### config.mk
export PLATFORM = sky130hd
export DESIGN_NAME = wb_align_stage
export DESIGN_NICKNAME = d
export VERILOG_FILES = /design/src/rtl/wb_align_stage.sv
export SDC_FILE = /design/constraint.sdc
export NUM_CORES = 1
export LEC_CHECK = 0
export BUFFER_PORTS_ARGS = -buffer_cell sky130_fd_sc_hd__buf_2
export CORE_MARGIN = 2
export CORE_UTILIZATION = 44
export CTS_CLUSTER_SIZE = 24
export DETAILED_ROUTE_END_ITERATION = 7
export PLACE_DENSITY = 0.76
export SLEW_MARGIN = 25
export SYNTH_ARGS = -nofsm -noshare
export SYNTH_HDL_FRONTEND = slang
export SYNTH_SLANG_ARGS = --single-unit
### constraint.sdc
create_clock -name clk -period 3.4 [get_ports clk]
set_input_delay 0.34 -clock clk [delete_from_list [all_inputs] [get_ports clk]]
set_output_delay 0.34 -clock clk [all_outputs]
set_load 0.05 [all_outputs]
### src/rtl/wb_align_stage.sv
`default_nettype none
// wb_align_stage: registered SPARC writeback stage (big-endian load alignment, %g0 suppression, LDD split).
// Define WB_FWD_EN to add fwd_valid/fwd_rd/fwd_data, a one-cycle-delayed copy of the register write.
module wb_align_stage #(
   parameter int DATA_W = 32,
   parameter int RD_W   = 5,
   parameter int OFF_W  = $clog2(DATA_W/8)
) (
   input  logic                clk,
   input  logic                reset,
   input  logic                in_valid,
   output logic                in_ready,
   input  logic [1:0]          in_op,
   input  logic [5:0]          in_op3,
   input  logic [RD_W-1:0]     in_rd,
   input  logic                in_reg_write,
   input  logic [DATA_W-1:0]   in_alures,
   input  logic [2*DATA_W-1:0] in_load_data,
   input  logic [OFF_W-1:0]    in_addr_lo,
   input  logic                in_y_write,
   input  logic [DATA_W-1:0]   in_y_data,
   input  logic                in_icc_write,
   input  logic [3:0]          in_icc,
   output logic                wb_reg_en,
   output logic [RD_W-1:0]     wb_rd,
   output logic [DATA_W-1:0]   wb_data,
   output logic                wb_y_en,
   output logic [DATA_W-1:0]   wb_y_data,
   output logic                wb_icc_en,
   output logic [3:0]          wb_icc
`ifdef WB_FWD_EN
   ,
   output logic                fwd_valid,
   output logic [RD_W-1:0]     fwd_rd,
   output logic [DATA_W-1:0]   fwd_data
`endif
);

   localparam int NB = DATA_W/8;

   localparam logic [5:0] OP3_LD   = 6'b000000;
   localparam logic [5:0] OP3_LDUB = 6'b000001;
   localparam logic [5:0] OP3_LDUH = 6'b000010;
   localparam logic [5:0] OP3_LDD  = 6'b000011;
   localparam logic [5:0] OP3_LDSB = 6'b001001;
   localparam logic [5:0] OP3_LDSH = 6'b001010;

   typedef enum logic [0:0] {
      S_IDLE = 1'b0,
      S_LDD2 = 1'b1
   } state_t;

   state_t            state_q;
   logic [RD_W-1:0]   pend_rd_q;
   logic [DATA_W-1:0] pend_data_q;
   logic              pend_we_q;

   logic              xfer_d;
   logic              is_ldd_d;
   logic [RD_W-1:0]   rd_d;
   logic [DATA_W-1:0] word_d;
   logic [DATA_W-1:0] data_d;
   logic [7:0]        byte_d;
   logic [15:0]       half_d;
   logic [31:0]       w32_d;
   int                kb_d;
   int                kh_d;
   int                kw_d;

   assign in_ready = (state_q == S_IDLE);

   // Byte lane k sits at bits [DATA_W-1-8k -: 8]; shift it down to the LSBs.
   always_comb begin
      xfer_d   = in_valid && in_ready;
      word_d   = in_load_data[DATA_W-1:0];
      kb_d     = int'(in_addr_lo);
      kh_d     = kb_d & ~1;
      kw_d     = kb_d & ~3;
      byte_d   = 8'(word_d >> (8*(NB-1-kb_d)));
      half_d   = 16'(word_d >> (8*(NB-2-kh_d)));
      w32_d    = 32'(word_d >> (8*(NB-4-kw_d)));
      is_ldd_d = (in_op == 2'b11) && (in_op3 == OP3_LDD);
      rd_d     = is_ldd_d ? (in_rd & ~RD_W'(1)) : in_rd;
      data_d   = in_alures;
      if (in_op == 2'b11) begin
         case (in_op3)
            OP3_LDSB: data_d = {{(DATA_W-8){byte_d[7]}}, byte_d};
            OP3_LDSH: data_d = {{(DATA_W-16){half_d[15]}}, half_d};
            OP3_LDUB: data_d = DATA_W'(byte_d);
            OP3_LDUH: data_d = DATA_W'(half_d);
            OP3_LD:   data_d = DATA_W'(w32_d);
            OP3_LDD:  data_d = in_load_data[2*DATA_W-1:DATA_W];
            default:  data_d = in_alures;
         endcase
      end
   end

   always_ff @(posedge clk or posedge reset) begin
      if (reset) begin
         state_q     <= S_IDLE;
         pend_rd_q   <= '0;
         pend_data_q <= '0;
         pend_we_q   <= 1'b0;
         wb_reg_en   <= 1'b0;
         wb_rd       <= '0;
         wb_data     <= '0;
         wb_y_en     <= 1'b0;
         wb_y_data   <= '0;
         wb_icc_en   <= 1'b0;
         wb_icc      <= '0;
      end else begin
         case (state_q)
            S_IDLE: begin
               wb_reg_en <= xfer_d && in_reg_write && (rd_d != '0);
               wb_y_en   <= xfer_d && in_y_write;
               wb_icc_en <= xfer_d && in_icc_write;
               if (xfer_d) begin
                  wb_rd     <= rd_d;
                  wb_data   <= data_d;
                  wb_y_data <= in_y_data;
                  wb_icc    <= in_icc;
                  if (is_ldd_d) begin
                     state_q     <= S_LDD2;
                     pend_rd_q   <= rd_d | RD_W'(1);
                     pend_data_q <= in_load_data[DATA_W-1:0];
                     pend_we_q   <= in_reg_write;
                  end
               end
            end
            S_LDD2: begin
               // rd|1 is never %g0, so only the instruction's own write enable matters.
               wb_reg_en <= pend_we_q;
               wb_rd     <= pend_rd_q;
               wb_data   <= pend_data_q;
               wb_y_en   <= 1'b0;
               wb_icc_en <= 1'b0;
               state_q   <= S_IDLE;
            end
            default: state_q <= S_IDLE;
         endcase
      end
   end

`ifdef WB_FWD_EN
   always_ff @(posedge clk or posedge reset) begin
      if (reset) begin
         fwd_valid <= 1'b0;
         fwd_rd    <= '0;
         fwd_data  <= '0;
      end else begin
         fwd_valid <= wb_reg_en;
         fwd_rd    <= wb_rd;
         fwd_data  <= wb_data;
      end
   end
`endif

endmodule
`default_nettype wire

==> impl_metrics.tcl, run 1 <==
set metrics [dict create \
    status "completed" \
    synth.top_cell.area_share 0.497 \
    num-nets-final 875 \
    synth_most_common_cell "dfrtp_1" \
    cts_tree "built" \
    io_pins 230 \
    drive_gt1_frac 0.491 \
    dieWidth_um 119 \
    clkLatencyLatePin_ns 0.42 \
    ant_nets 0 \
    slowest_delay_ns 0.67 \
    yosys_register_bits 115 \
    synth_warnings 0 \
    routed_wl_um 18600 \
    syn_area_um2 5790 \
    endpoint_kind "flop" \
    finalClockSkew_ns 0.00865 \
    clock_sinks 115 \
    crit_fanout 28 \
    post_drt_wl_per_cell_um 20.5 \
    rows 41 \
    timing_worst_setup_path_type "reg -> reg" \
    irDropWorstVdd_v 0.000373 \
    whs_ns 0.0975 \
    crit_slowest_cell "nor2_2" \
    final.period_utilization 0.683 \
    maxCapViolations 0 \
    regArea_um2 2880 \
    post-synth-top-area-cell "dfrtp_1" \
    grt_max_degree 92 \
    rsz0062_at_grt "false" \
    maxSlewViolCount 0 \
    drc 0 \
    cts-root-buf "clkbuf_16" \
    multi_input_area_um2 2740 \
    p_leak_nw 3.58 \
    hold_buffers 0 \
    startpoint_type "flop" \
    start_util 0.455 \
    core_um2 12700 \
    cts-buffers-inserted 17 \
    cts_max_level 4 \
    grt_pass1_vias 5584 \
    synth_commonest_cells "115 x dfrtp_1, 80 x mux2_2, 45 x o21ai_0" \
    syn_area_per_cell_um2 11.4 \
    synth-async-reset-ratio 1.00 \
    synth.yosys.seq_area_share 0.497 \
    syn-instance-count 507 \
    tns_ns 0 \
    port_buffers 229 \
    slew_headroom 0.275 \
    vias 5455 \
    dp_hpwl_um 13000 \
    grt_usage 0.263 \
    antenna_found_initial 2 \
    grt_pass1_wl_um 28900 \
    r2r_slack_ns 1.08 \
    clock_path_buffers 2 \
    gp_congestion 0.852 \
    hp-class "in -> async" \
    cp_cell_sequence "nor2_2 -> buf_4 -> a22oi_1 -> and3_1 -> a32oi_1" \
    synth_cell_types 47 \
    cts_resized 0 \
    dieArea_um2 14100 \
    p_per_area_nw_per_um2 543 \
    viasPerCell 6.00 \
    fin_crit_ns 2.32 \
    synth_edf_count 0 \
    synth-main-ff-cell "dfrtp_1" \
    firstDrtPassIters 5 \
    crit_arrival_ns 2.63 \
    worst_slew_pin_slew_ns 1.09 \
    first_iter_violations 566 \
    cts_setup_buffers 0 \
    setup_viol 0 \
    synthTopCellsByArea "dfrtp_1 50%, mux2_2 16%, a22oi_1 4.9%" \
    clkTransAtPathRegs_ns 0.06 \
    grt-ovfl-total 0 \
    fmax_mhz 430 \
    n_fill_cell 1084 \
    final_hold_viol_count 0 \
    synth_nets 660 \
    required_ns 3.70 \
    area_growth_pct 32.3 \
    die_h_um 119 \
]
-- metal layers --
metal | GRT usage | up-vias | part of all wire
met3 | 0.0613 | 53 | 0.077
met1 | 0.342 | 2665 | 0.41
met4 | 0.135 | 0 | 0.032
met5 | 0 | - | 0
li1 | - | 2402 | -
met2 | 0.408 | 335 | 0.48
-- sequential cells by signal, indices dropped and copies added (netlist names) --
signal,flops
pend_rd_q,5
wb_icc,4
wb_icc_en,1
pend_data_q,32
wb_y_data,32
pend_we_q,1
state_q,1
wb_reg_en,1
wb_data,32
wb_rd,5
wb_y_en,1
-- stage by stage --
stage                     total power [mW]  area, µm²  setup WS, ns  std cells  utilization
after floorplan                       2.11       5790        0.0159        507            -
after global placement                2.38       7070         0.952        875        0.556
after detailed placement              2.40       7080         0.920        875        0.556
after CTS                             4.18       7660          1.12        907        0.602
after global routing                  4.30       7670         0.950        909        0.603
final                                 4.16       7670          1.08        909        0.603
-- worst max-delay path: cells and delay by family, from the launching register on --
| family | cells | cell delay (ns) |
|---|---|---|
| buffers and inverters | 1 | 0.39 |
| flip-flops | 1 | 0.59 |
| AND/OR/NAND/NOR | 2 | 0.85 |
| AO/OA/AOI/OAI | 2 | 0.36 |
-- cells by family after synthesis --
| group | count (synthesis) | synth area share |
|---|---|---|
| AO/OA/AOI/OAI | 149 | 0.187 |
| buffers and inverters | 46 | 0.0348 |
| flip-flops | 115 | 0.497 |
| multiplexers | 94 | 0.181 |
| AND/OR/NAND/NOR | 103 | 0.0996 |
-- area by class of cell --
cell class / count / area share
Antenna cell: 2 / 0.000653
Multi-Input combinational cell: 346 / 0.358
Inverter: 3 / 0.00212
Clock buffer: 21 / 0.0588
Sequential cell: 115 / 0.376
Tap cell: 172 / 0.0281
Timing Repair Buffer: 239 / 0.159
Clock inverter: 11 / 0.0176
-- power breakdown --
part	internal, mW	switching, mW	total (mW)
registers	1.48	0.0645	1.55
clock network	1.16	0.616	1.78
logic	0.262	0.576	0.838
-- placed cells by master, fill, tap and decap left out, types with 10 or more instances in the layout --
master / count
buf_2: 229
dfrtp_1: 114
mux2_2: 80
o21ai_0: 45
a22oi_1: 38
nand3_1: 33
a32oi_1: 32
nand2_1: 22
and3_1: 19
clkbuf_16: 17
buf_4: 10
-- worst paths after layout --
path / endpoint / depth (start not counted) / startpoint
worst max register to register: wb_data[24] / 5 / state_q
max in group asynchronous: pend_data_q[28] / 3 / reset
worst min-delay path: wb_y_en / 2 / reset
worst max-delay path: wb_data[24] / 5 / state_q
min in group clk: wb_y_data[0] / 2 / in_y_data[0]
worst min register to register: pend_rd_q[0] / 1 / pend_rd_q[0]
(Power assumes the default switching activity.)
==> inputs of run 2 (changes only) <==
- ABC_AREA: unset -> 1
- CORE_UTILIZATION: 44 -> 45
- PLACE_DENSITY: 0.76 -> 0.77
- clock period: 3.4 -> 2.13 ns (I/O delays scaled with it)
==> impl_metrics.tcl, run 2 <==
set metrics [dict create \
    status "completed" \
    synth-main-ff-cell "dfrtp_1" \
    clkTransAtPathRegs_ns 0.05 \
    synth_cell_types 28 \
    cp_cell_sequence "nor2_2 -> nand2_2 -> inv_2 -> nand2_1 -> nand2_1" \
    dp_cells 1225 \
    grt_pass1_vias 6006 \
    num-nets-final 1242 \
    slew_headroom 0.358 \
    clkLatencyLatePin_ns 0.41 \
    stdcell_count 1277 \
    crit_slowest_cell "dfrtp_1" \
    layout_commonest_cell "nand2_1" \
    slowest_delay_ns 0.43 \
    clock_sinks 115 \
    fin_crit_ns 1.82 \
    cts-root-buf "clkbuf_16" \
    crit_buf_inv 1 \
    final_hold_viol_count 0 \
    reg2regPathDepth 5 \
    port_buffers 229 \
    fmax_mhz 548 \
    first_iter_violations 419 \
    reg.largest.list "pend_data_q (32), wb_data (32), wb_y_data (32)" \
    hp-class "in -> reg" \
    ant_nets 0 \
    timing_worst_setup_path_type "reg -> reg" \
    synth-async-reset-ratio 1.00 \
    required_ns 2.48 \
    synthAdderAreaFrac 0 \
    clkPwrFrac 0.451 \
    drc 0 \
    synth.yosys.seq_area_share 0.467 \
    synth-xor-area-share 0 \
    synth_top_family_by_area "simple AND/OR/NAND/NOR gates" \
    routed_wl_um 19900 \
    p_leak_nw 4.72 \
    n_fill_cell 1238 \
    whs_path_depth 3 \
    syn-instance-count 849 \
    final.period_utilization 0.856 \
    io_pins 230 \
    path_depth 5 \
    antenna_found_initial 0 \
    vias 6408 \
    seqPwrFrac 0.357 \
    cts_setup_buffers 0 \
    final_cell_mix "346 x nand2_1, 229 x buf_2, 115 x dfrtp_1, 83 x inv_1, 63 x nand3_1" \
    grt-ovfl-total 0 \
    setup_viol 0 \
    cts_max_level 4 \
    power.total_mw 6.86 \
    viasPerCell 5.02 \
    combPwrFrac 0.193 \
    synth_commonest_cells "347 x nand2_1, 115 x dfrtp_1, 85 x inv_1" \
    crit_arrival_ns 2.17 \
    yosys_register_bits 115 \
    synthTopCellsByArea "dfrtp_1 47%, nand2_1 21%, inv_1 5.2%" \
    final_util 0.620 \
    p_sw_mw 2.01 \
    core_um2 13300 \
    finalClockSkew_ns 0.00510 \
    gp_congestion 0.937 \
    endpoint_kind "flop" \
    clock_path_buffers 2 \
    cts_tree "built" \
    synth_edf_count 0 \
    grt_pass1_wl_um 31000 \
    area_growth_pct 33.8 \
    syn_area_per_cell_um2 7.26 \
    grt_usage 0.277 \
    post-synth-top-area-cell "dfrtp_1" \
    maxSlewViolCount 0 \
    switching_share 0.294 \
    intPower_mw 4.84 \
    post_drt_wl_per_cell_um 15.6 \
    r2r_slack_ns 0.31 \
    maxCapViolations 0 \
    synthSimpleGateAreaFrac 0.320 \
    drive_gt1_frac 0.269 \
    grt_max_degree 73 \
    design_area_um2 8250 \
    synth_warnings 0 \
    whs_ns 0.00612 \
    p_per_area_nw_per_um2 831 \
    regArea_um2 2880 \
    rsz0062_at_grt "false" \
    dp_hpwl_um 14000 \
    syn_area_um2 6160 \
    dieWidth_um 121 \
    crit_fanout 21 \
    cts_resized 0 \
    multi_input_area_um2 2640 \
    setup_ws_ns 0.306 \
    start_util 0.464 \
    tns_ns 0 \
    synth_nets 1002 \
    worst_slew_pin_slew_ns 0.960 \
    synth.top_cell.area_share 0.467 \
    preCtsSetupSlack_ns 0.260 \
    critPathTopFamily "simple AND/OR/NAND/NOR gates" \
    synth_compound_area_frac 0.107 \
    irDropWorstVdd_v 0.000558 \
    cts-buffers-inserted 17 \
    synth_most_common_cell "nand2_1" \
    firstDrtPassIters 5 \
    startpoint_type "flop" \
    rows 42 \
    die_h_um 121 \
    dieArea_um2 14600 \
    hold_buffers 20 \
    crit_top_cell "nand2_1" \
    synthMuxAreaShare 0 \
    placed_area_um2 7400 \
]
run 2: cell count changes in the layout (fill, tap and decap cells not counted), sizes merged, moves of 8 or more:
cell         previous run  this run
nand3                  33        66
a21oi                   4        48
a32oi                  32         0
mux2                   88         0
dlygate4sd3             0        21
inv                     3        88
o21ai                  45        29
nor2                    4        64
nand2                  22       349
and3                   19         0
o211a                   8         0
run 2: cells by family (layout without fill, tap and decap cells):
| kind of cell | count (synthesis) | count (layout) |
|---|---|---|
| buffers and inverters | 136 | 387 |
| AO/OA/AOI/OAI | 113 | 113 |
| AND/OR/NAND/NOR | 485 | 485 |
| flip-flops | 115 | 115 |
| other | 0 | 1 |
run 2: worst register-to-register path: cells and delay by family, from the launching register on:
family	cells	cell delay (ns)
buf+inv	1	0.41
simple gates	4	0.92
flops	1	0.43
run 2: power groups by stage:
stage          Combinational [mW]  Clock [mW]  Sequential, mW
6_report                     1.32        3.09            2.45
5_1_grt                      1.42        3.23            2.46
4_1_cts                      1.32        3.12            2.44
3_5_place_dp                 1.28           0            2.48
3_3_place_gp                 1.27           0            2.48
2_1_floorplan               0.378           0            2.94
run 2: cell type report:
cell class,instances,share of cell area
sequential,115,0.349
multi-input combinational,598,0.320
timing repair buffer,267,0.184
clock buffer,20,0.0554
inverter,90,0.0419
tap,176,0.0267
clock inverter,10,0.0220
antenna,1,0.000303
run 2: final timing paths:
| kind | from | to |
|---|---|---|
| worst max-delay path | state_q | pend_data_q[6] |
| worst min register to register | wb_y_data[17] | wb_y_data[17] |
| max in group asynchronous | reset | pend_data_q[11] |
| worst min-delay path | in_y_data[1] | wb_y_data[1] |
| worst max register to register | state_q | pend_data_q[6] |
| min in group asynchronous | reset | wb_y_data[29] |
run 2: metal layers:
layer	vias up	share of wire	track usage
met4	0	0.031	0.114
met2	273	0.48	0.438
met5	-	0	0
met3	50	0.076	0.0728
met1	2936	0.41	0.362
li1	3149	-	-
==> inputs of run 3 (changes only) <==
- BUFFER_PORTS_ARGS: -buffer_cell sky130_fd_sc_hd__buf_2 -> unset
- CORE_UTILIZATION: 45 -> 55
- DONT_BUFFER_PORTS: unset -> 1
- PLACE_DENSITY: 0.77 -> 0.73
==> impl_metrics.tcl, run 3 (same netlist as run 2, synthesis figures left out) <==
set metrics [dict create \
    power.total_mw 6.51 \
    p_leak_nw 4.15 \
    fin_crit_ns 1.94 \
    post_drt_wl_per_cell_um 18.0 \
    slowest_delay_ns 0.56 \
    irDropWorstVdd_v 0.000533 \
    start_util 0.566 \
    num-nets-final 1106 \
    drive_gt1_frac 0.0725 \
    endpoint_kind "flop" \
    viasPerCell 5.65 \
    cp_cell_sequence "nor2_2 -> inv_4 -> buf_4 -> a21oi_1 -> nand2_1 -> dlygate4sd3_1 -> nand2_1" \
    clkTransAtPathRegs_ns 0.06 \
    crit_fanout 24 \
    gp_congestion 0.983 \
    cts_setup_buffers 0 \
    clock_path_buffers 2 \
    firstDrtPassIters 6 \
    slew_headroom 0.602 \
    final_cell_mix "346 x nand2_1, 115 x dfrtp_1, 113 x dlygate4sd3_1, 83 x inv_1, 63 x nand3_1" \
    n_antenna_cell 0 \
    grt_usage 0.338 \
    port_buffers 0 \
    placed_area_um2 6210 \
    design_area_um2 7950 \
    layout_commonest_cell "nand2_1" \
    startpoint_type "flop" \
    required_ns 2.58 \
    rsz0062_at_grt "false" \
    grt-ovfl-total 0 \
    grt_max_degree 78 \
    maxSlewViolCount 0 \
    n_fill_cell 818 \
    cts_tree "built" \
    io_pins 230 \
    final_hold_viol_count 0 \
    cts-root-buf "clkbuf_8" \
    dp_hpwl_um 12600 \
    routed_wl_um 19900 \
    clock_sinks 115 \
    finalClockSkew_ns 0.00942 \
    vias 6254 \
    status "completed" \
    area_growth_pct 28.9 \
    dieArea_um2 12100 \
    setup_viol 0 \
    hp-class "in -> reg" \
    antenna_found_initial 1 \
    dieWidth_um 110 \
    fmax_mhz 515 \
    ant_nets 0 \
    first_iter_violations 589 \
    crit_arrival_ns 2.39 \
    crit_slowest_cell "dlygate4sd3_1" \
    maxCapViolations 0 \
    grt_pass1_wl_um 30800 \
    timing_worst_setup_path_type "reg -> reg" \
    clkLatencyLatePin_ns 0.52 \
    reg.largest.list "pend_data_q (32), wb_data (32), wb_y_data (32)" \
    rows 38 \
    drc 0 \
    die_h_um 110 \
    crit_top_cell "nand2_1" \
    tns_ns 0 \
    p_per_area_nw_per_um2 819 \
    cts-buffers-inserted 17 \
    cts_max_level 4 \
    final.period_utilization 0.912 \
    grt_pass1_vias 6150 \
    worst_slew_pin_slew_ns 0.595 \
    core_um2 10900 \
]
-- run 3: layout make-up --
| type | instances | area [µm²] | area share |
|---|---|---|---|
| Sequential cell | 115 | 2880 | 0.362 |
| Multi-Input combinational cell | 598 | 2640 | 0.333 |
| Timing Repair Buffer | 131 | 1300 | 0.164 |
| Clock buffer | 20 | 445 | 0.0561 |
| Inverter | 90 | 348 | 0.0438 |
| Tap cell | 140 | 175 | 0.0220 |
| Clock inverter | 12 | 154 | 0.0194 |
-- run 3: critical path: cells and delay by family, from the launching register on --
| kind | cells | cell delay [ns] |
|---|---|---|
| flip-flops | 1 | 0.40 |
| AND/OR/NAND/NOR | 3 | 0.34 |
| AO/OA/AOI/OAI | 1 | 0.15 |
| buffers and inverters | 3 | 0.99 |
-- run 3: path summary, 6_finish.rpt --
check	startpoint	to	slack (ns)	cells after the start
setup / recovery	state_q	wb_data[22]	0.19	7
hold / removal	in_load_data[48]	wb_data[16]	0.05	6
setup reg to reg	state_q	wb_data[22]	0.19	7
hold reg to reg	pend_rd_q[0]	pend_rd_q[0]	0.48	1
max in group asynchronous	reset	wb_y_data[13]	1.45	3
min in group asynchronous	reset	wb_data[1]	0.29	3
-- run 3: metrics by stage --
stage	hold slack [ns]	util	instances	setup slack (ns)
detailed placement	0.250	0.571	961	0.512
CTS	0.0174	0.730	1106	0.0963
global placement	0.240	0.571	961	0.539
finish	0.0474	0.730	1106	0.187
global route	0.0539	0.730	1106	0.0894
floorplan	0.319	-	849	0.518
-- run 3: layer usage --
layer  up-vias  global-route usage  share of wire  routed length (µm)
met2       406               0.537           0.47                9420
li1       2874                   -              -                   -
met1      2914               0.421           0.38                7660
met4         2               0.147          0.026                 520
met3        58               0.111           0.12                2330
met5         -                   0        0.00065                  13
-- run 3: timing repair --
item,in CTS,in global routing
hold endpoints to repair,228,0
resized for setup,0,2
hold buffers,113,0
setup endpoints to repair,0,2
-- run 3: power by group --
| group | internal, mW | switching, mW | total (mW) |
|---|---|---|---|
| registers | 2.34 | 0.607 | 2.95 |
| logic | 0.296 | 0.368 | 0.664 |
| clock network | 1.85 | 1.05 | 2.89 |
| total | 4.49 | 2.02 | 6.51 |
